--- src/rtl/corner_ctrl_pkg.sv ---
// Shared corner-set types, field layout, FSM encoding and the full-frame default set.
package corner_ctrl_pkg;

  localparam int CX_W        = 10;
  localparam int CY_W        = 10;
  localparam int CORNER_W    = CX_W + CY_W;
  localparam int NUM_CORNERS = 4;
  localparam int SET_W       = CORNER_W * NUM_CORNERS;
  localparam int CY_LSB      = 0;
  localparam int CX_LSB      = CY_W;

  typedef logic [CX_W-1:0] cx_t;
  typedef logic [CY_W-1:0] cy_t;

  // x sits in the upper half of each 20-bit corner slice.
  typedef struct packed {
    cx_t x;
    cy_t y;
  } corner_t;

  typedef corner_t [NUM_CORNERS-1:0] corner_set_t;

  typedef enum logic [1:0] {
    ST_IDLE   = 2'd0,
    ST_PEND   = 2'd1,
    ST_COMMIT = 2'd2
  } state_t;

  function automatic int corner_lsb(input int idx);
    return idx * CORNER_W;
  endfunction

  function automatic corner_set_t full_frame(input cx_t x_max, input cy_t y_max);
    corner_set_t s;
    s[0].x = '0;    s[0].y = '0;
    s[1].x = x_max; s[1].y = '0;
    s[2].x = x_max; s[2].y = y_max;
    s[3].x = '0;    s[3].y = y_max;
    return s;
  endfunction

  localparam corner_set_t FULL_FRAME_DEFAULT = full_frame(cx_t'(639), cy_t'(479));

endpackage

--- src/rtl/corner_ctrl_if.sv ---
// Detector, manual-control, frame-sync and committed-output bundle of corner_ctrl.
interface corner_ctrl_if;
  import corner_ctrl_pkg::*;

  corner_set_t det_corners;
  logic        det_valid;
  logic        det_ready;
  logic [1:0]  man_idx;
  logic        man_up;
  logic        man_down;
  logic        man_left;
  logic        man_right;
  logic        mode_auto;
  logic        frame_start;
  logic        xform_busy;
  corner_set_t corners_A;
  corner_set_t corners_B;
  logic        corners_sel;
  logic        update;
  logic        pending;

  modport master (
    output det_corners, det_valid, man_idx, man_up, man_down, man_left, man_right,
           mode_auto, frame_start, xform_busy,
    input  det_ready, corners_A, corners_B, corners_sel, update, pending
  );

  modport slave (
    input  det_corners, det_valid, man_idx, man_up, man_down, man_left, man_right,
           mode_auto, frame_start, xform_busy,
    output det_ready, corners_A, corners_B, corners_sel, update, pending
  );

endinterface

--- src/rtl/corner_nudge.sv ---
// Combinational saturating nudge of one corner; opposing pulses on an axis cancel.
module corner_nudge
  import corner_ctrl_pkg::*;
#(
  parameter int X_MAX = 639,
  parameter int Y_MAX = 479,
  parameter int STEP  = 1
) (
  input  corner_t corner_in,
  input  logic    en,
  input  logic    up,
  input  logic    down,
  input  logic    left,
  input  logic    right,
  output corner_t corner_out
);

  localparam cx_t X_LIM  = cx_t'(X_MAX);
  localparam cy_t Y_LIM  = cy_t'(Y_MAX);
  localparam cx_t STEP_X = cx_t'(STEP);
  localparam cy_t STEP_Y = cy_t'(STEP);

  logic x_hi_sat, x_lo_sat, y_hi_sat, y_lo_sat;

  // Compared in int so the sum never wraps inside the 10-bit field.
  assign x_hi_sat = (int'(corner_in.x) + STEP) > X_MAX;
  assign x_lo_sat = int'(corner_in.x) < STEP;
  assign y_hi_sat = (int'(corner_in.y) + STEP) > Y_MAX;
  assign y_lo_sat = int'(corner_in.y) < STEP;

  always_comb begin
    corner_out = corner_in;
    if (en) begin
      if (right && !left)
        corner_out.x = x_hi_sat ? X_LIM : corner_in.x + STEP_X;
      else if (left && !right)
        corner_out.x = x_lo_sat ? '0 : corner_in.x - STEP_X;

      if (down && !up)
        corner_out.y = y_hi_sat ? Y_LIM : corner_in.y + STEP_Y;
      else if (up && !down)
        corner_out.y = y_lo_sat ? '0 : corner_in.y - STEP_Y;
    end
  end

endmodule

--- src/rtl/corner_ctrl.sv ---
// Shadow/commit controller for the corner mux; commits land 2 cycles after a frame_start seen with xform_busy low.
// det_ready drops only during the commit cycle; manual nudges are never back-pressured.
module corner_ctrl
  import corner_ctrl_pkg::*;
#(
  parameter int X_MAX = 639,
  parameter int Y_MAX = 479,
  parameter int STEP  = 1
) (
  input logic         clk,
  input logic         reset,
  corner_ctrl_if.slave bus
);

  localparam corner_set_t FULL = full_frame(cx_t'(X_MAX), cy_t'(Y_MAX));

  state_t      state;
  corner_set_t sh_A, sh_B, sh_B_nxt;
  corner_set_t com_A, com_B;
  logic        sh_sel, com_sel;
  logic        upd_q, pend_q;
  logic        handshake, nudge_hit;

  assign bus.det_ready   = !reset && (state != ST_COMMIT);
  assign bus.corners_A   = com_A;
  assign bus.corners_B   = com_B;
  assign bus.corners_sel = com_sel;
  assign bus.update      = upd_q;
  assign bus.pending     = pend_q;

  assign handshake = bus.det_valid && bus.det_ready;
  // A nudge counts as applied whenever an axis has a net direction, even if it saturates.
  assign nudge_hit = (bus.man_up ^ bus.man_down) | (bus.man_left ^ bus.man_right);

  for (genvar i = 0; i < NUM_CORNERS; i++) begin : g_nudge
    corner_nudge #(
      .X_MAX (X_MAX),
      .Y_MAX (Y_MAX),
      .STEP  (STEP)
    ) u_nudge (
      .corner_in  (sh_B[i]),
      .en         (bus.man_idx == 2'(i)),
      .up         (bus.man_up),
      .down       (bus.man_down),
      .left       (bus.man_left),
      .right      (bus.man_right),
      .corner_out (sh_B_nxt[i])
    );
  end

  always_ff @(posedge clk) begin
    if (reset) begin
      state   <= ST_IDLE;
      upd_q   <= 1'b0;
      pend_q  <= 1'b0;
      sh_A    <= FULL;
      sh_B    <= FULL;
      sh_sel  <= 1'b0;
      com_A   <= FULL;
      com_B   <= FULL;
      com_sel <= 1'b0;
    end else begin
      upd_q  <= 1'b0;
      sh_sel <= bus.mode_auto;
      sh_B   <= sh_B_nxt;
      if (handshake)
        sh_A <= bus.det_corners;

      unique case (state)
        ST_IDLE: begin
          if (handshake || nudge_hit || (sh_sel != com_sel)) begin
            state  <= ST_PEND;
            pend_q <= 1'b1;
          end
        end
        ST_PEND: begin
          if (bus.frame_start && !bus.xform_busy)
            state <= ST_COMMIT;
        end
        ST_COMMIT: begin
          // Committed copy takes the pre-edge shadows; a nudge landing now re-arms PEND.
          com_A   <= sh_A;
          com_B   <= sh_B;
          com_sel <= sh_sel;
          upd_q   <= 1'b1;
          state   <= nudge_hit ? ST_PEND : ST_IDLE;
          pend_q  <= nudge_hit;
        end
        default: begin
          state  <= ST_IDLE;
          pend_q <= 1'b0;
        end
      endcase
    end
  end

endmodule

--- src/flat_wrapper.sv ---
// flat-port wrapper written by rule: the top's interface ports become plain ports
module corner_ctrl_flat import corner_ctrl_pkg::*;
#(
  parameter int X_MAX = 639,
  parameter int Y_MAX = 479,
  parameter int STEP  = 1
)
  (clk, reset, bus_det_corners, bus_det_valid, bus_man_idx, bus_man_up, bus_man_down, bus_man_left, bus_man_right, bus_mode_auto, bus_frame_start, bus_xform_busy, bus_det_ready, bus_corners_A, bus_corners_B, bus_corners_sel, bus_update, bus_pending);
  corner_ctrl_if bus_i ();
  input logic clk;
  input logic reset;
  input wire logic [$bits(bus_i.det_corners)-1:0] bus_det_corners;
  input wire logic [$bits(bus_i.det_valid)-1:0] bus_det_valid;
  input wire logic [$bits(bus_i.man_idx)-1:0] bus_man_idx;
  input wire logic [$bits(bus_i.man_up)-1:0] bus_man_up;
  input wire logic [$bits(bus_i.man_down)-1:0] bus_man_down;
  input wire logic [$bits(bus_i.man_left)-1:0] bus_man_left;
  input wire logic [$bits(bus_i.man_right)-1:0] bus_man_right;
  input wire logic [$bits(bus_i.mode_auto)-1:0] bus_mode_auto;
  input wire logic [$bits(bus_i.frame_start)-1:0] bus_frame_start;
  input wire logic [$bits(bus_i.xform_busy)-1:0] bus_xform_busy;
  output wire logic [$bits(bus_i.det_ready)-1:0] bus_det_ready;
  output wire logic [$bits(bus_i.corners_A)-1:0] bus_corners_A;
  output wire logic [$bits(bus_i.corners_B)-1:0] bus_corners_B;
  output wire logic [$bits(bus_i.corners_sel)-1:0] bus_corners_sel;
  output wire logic [$bits(bus_i.update)-1:0] bus_update;
  output wire logic [$bits(bus_i.pending)-1:0] bus_pending;
  assign bus_i.det_corners = bus_det_corners;
  assign bus_i.det_valid = bus_det_valid;
  assign bus_i.man_idx = bus_man_idx;
  assign bus_i.man_up = bus_man_up;
  assign bus_i.man_down = bus_man_down;
  assign bus_i.man_left = bus_man_left;
  assign bus_i.man_right = bus_man_right;
  assign bus_i.mode_auto = bus_mode_auto;
  assign bus_i.frame_start = bus_frame_start;
  assign bus_i.xform_busy = bus_xform_busy;
  assign bus_det_ready = bus_i.det_ready;
  assign bus_corners_A = bus_i.corners_A;
  assign bus_corners_B = bus_i.corners_B;
  assign bus_corners_sel = bus_i.corners_sel;
  assign bus_update = bus_i.update;
  assign bus_pending = bus_i.pending;
  corner_ctrl #(.X_MAX(X_MAX), .Y_MAX(Y_MAX), .STEP(STEP)) u_core (.clk(clk), .reset(reset), .bus(bus_i));
endmodule
--- config.mk ---
export PLATFORM = sky130hd
export DESIGN_NAME = corner_ctrl_flat
export DESIGN_NICKNAME = d
export VERILOG_FILES = /design/src/rtl/corner_ctrl_pkg.sv /design/src/rtl/corner_ctrl_if.sv /design/src/rtl/corner_nudge.sv /design/src/rtl/corner_ctrl.sv /design/src/flat_wrapper.sv
export SDC_FILE = /design/constraint.sdc
export NUM_CORES = 1
export LEC_CHECK = 0
export CORE_MARGIN = 3
export CORE_UTILIZATION = 50
export DETAILED_ROUTE_END_ITERATION = 8
export GPL_TIMING_DRIVEN = 1
export PLACE_DENSITY = 0.87
export SYNTH_ARGS = -nofsm -noshare
export SYNTH_HDL_FRONTEND = slang
export SYNTH_SLANG_ARGS = --single-unit
--- constraint.sdc ---
create_clock -name clk -period 3.4 [get_ports clk]
set_input_delay 0.68 -clock clk [delete_from_list [all_inputs] [get_ports clk]]
set_output_delay 0.68 -clock clk [all_outputs]
set_load 0.05 [all_outputs]
==> run metrics <==
outcome complete, no violations; clock root cell clkbuf_16; WS Path Type reg -> reg; final setup TNS 0 ns; IO Count 256; Post-synth ARST share 0%; drc violations 0; Layout Nets 2093; Leak 7.25 nW; # port buffers 255; post-CTS setup buffers 0; first-pass GRT wire length 73.5 mm; P&R area growth vs syn 26.1%; WP data arrival 3.10 ns; antenna violations before repair 1; Tcrit/Tclk final 79.2%; TritonCTS buffer count 36; synthesis-stage register bit count 326; core box area 29200 µm²; largest net degree at the start of global routing 98; VDD IR max 0.384 mV; relative slew slack 49.3%; fmax 0.372 GHz; Finish-stage setup viols 0; Final ANT Viol Nets 0; grt total ovfl 0; Via Count 14800; Synth area leaders dfxtp_1, nand2_1, a22o_1, o21ai_0, a21oi_1; global-route usage over all layers 26.5%; top-count cell post-synth dfxtp_1; worst min path class reg -> reg; non-filler cells, final 2392; # rows 62; unrepaired setup endpoints after global routing no; share of the synthesized area in the top cell type 43.2%; Avg WL per Cell 19.1 µm; worst slew pin tran 0.761 ns; share of cells above drive strength 1 6.48%; clk_lat worst skew 0.53 ns; Post-Syn Instances 1829; Finished Cell Area 19000 µm²; Worst-path clk slew 0.06 ns; Total Wirelength 45.7 mm; final worst slack 0.708 ns; CTS H-tree lvls 2; library cells used by synthesis 89; Syn Area/Cell 8.26 µm²; Worst Path Max Fanout 14; DP HPWL 30.0 mm; DP Worst Slack 0.534 ns; TritonCTS clock tree done; Worst setup SP type register; clk sinks 326; Synthesized Nets 1943; Die X 180 µm; initial core utilization 51.6%; register area share after synthesis 43.2%; post-cts resize count 0; CP required 3.81 ns; Synth Cell Area 15100 µm²; most instantiated cells after synthesis dfxtp_1, nand2_1, o21ai_0, clkbuf_1, a21oi_1; Detailed Route Iter0 Violations 1555; Via density 6.21; dominant synthesized flop cell dfxtp_1; top cell type by total area after synthesis dfxtp_1; Placed Area 17700 µm²; EDFF count, synth 0; clock skew 0.0121 ns; detailed-router iteration count before antenna repair 8; Cell Pwr Density 501 nW/µm²; Placed Cells 2325; GP Congestion 0.927; maxcap violations 0; # hold bufs at CTS 0; Bufs on Longest Clock Path 3; crit path capture type register; Synth Warn # 0; Slew Limit Fails 0; DIE AREA 32300 µm²; vias in the first global route 14200; Final min period 2.69 ns; Final Hold Viols 0; Die Y 180 µm
flip-flops by register name, indices dropped and copies added (netlist names):
name                    flops
u_core.bus.corners_B       80
u_core.bus.corners_A       80
u_core.state                2
u_core.sh_sel               1
u_core.sh_A                80
u_core.bus.pending          1
u_core.bus.corners_sel      1
u_core.sh_B                80
u_core.bus.update           1
power breakdown:
part           internal [mW]  switching, mW  total, mW
Sequential              3.95          0.169       4.12
Combinational          0.452          0.649       1.10
Clock                   2.65           1.66       4.31
area by class of cell:
class,instances,area (µm²)
repair buffers,282,2790
diodes,1,2.50
clock inverters,16,278
flip-flops and latches,326,6530
fillers,2353,10200
inverters,35,134
multi-input cells,1298,7780
well taps,384,480
clock buffers,50,1050
metal layers:
| metal | part of all wire, % | up-vias | track usage [%] |
|---|---|---|---|
| li1 | - | 7005 | - |
| met2 | 46 | 730 | 43.6 |
| met1 | 41 | 7007 | 33.9 |
| met5 | 0 | - | 0 |
| met3 | 9.7 | 103 | 6.99 |
| met4 | 2.9 | 0 | 9.28 |
worst max-delay path, cell delays in order, from the launching register on:
cell     delay [ns]
dfxtp_1        0.61
ha_1           0.45
nand2_1        0.09
o22ai_1        0.14
a32o_1         0.16
nor4b_1        0.56
nor3_2         0.24
a211o_1        0.34
metrics by stage:
step,utilization [%],hold slack [ns],total power [mW]
final,65.1,0.452,9.53
after global routing,65.1,0.476,9.86
after CTS,65.1,0.454,9.55
after floorplan,-,0.431,4.92
after global placement,60.5,0.436,5.24
after detailed placement,60.5,0.441,5.27
cell families (layout without fill, tap and decap cells):
family / after synthesis / count (layout) / share of synthesized area [%]
xor+xnor: 17 / 17 / 0.986
other cells: 0 / 1 / 0
mux: 8 / 8 / 0.555
compound gates: 567 / 567 / 25.9
buf+inv: 205 / 383 / 5.37
flops: 326 / 326 / 43.2
simple gates: 684 / 684 / 22.2
fa+ha+maj: 22 / 22 / 1.82
cell usage in the layout (no fill, tap or decap), drive strengths merged, types with 10 or more instances in the layout:
| cell type | n |
|---|---|
| clkdlybuf4s50 | 253 |
| inv | 33 |
| o211ai | 13 |
| a31oi | 45 |
| or3 | 18 |
| xnor2 | 10 |
| a21oi | 109 |
| buf | 29 |
| clkbuf | 50 |
| nor4 | 22 |
| nand3 | 99 |
| o22a | 52 |
| nand2b | 12 |
| a22o | 85 |
| dfxtp | 326 |
| o21ai | 141 |
| nand4 | 25 |
| nand2 | 264 |
| and3 | 20 |
| nor3 | 55 |
| and4 | 10 |
| ha | 22 |
| nor2 | 97 |
final timing paths:
path | start | cells after the start | slack [ns] | end
setup / recovery | u_core.sh_B[60] | 7 | 0.71 | u_core.sh_B[66]
hold / removal | u_core.bus.corners_B[15] | 2 | 0.45 | u_core.bus.corners_B[15]
setup reg to reg | u_core.sh_B[60] | 7 | 0.71 | u_core.sh_B[66]
hold reg to reg | u_core.bus.corners_B[15] | 2 | 0.45 | u_core.bus.corners_B[15]
No activity file was read; power rests on OpenSTA's default activity.
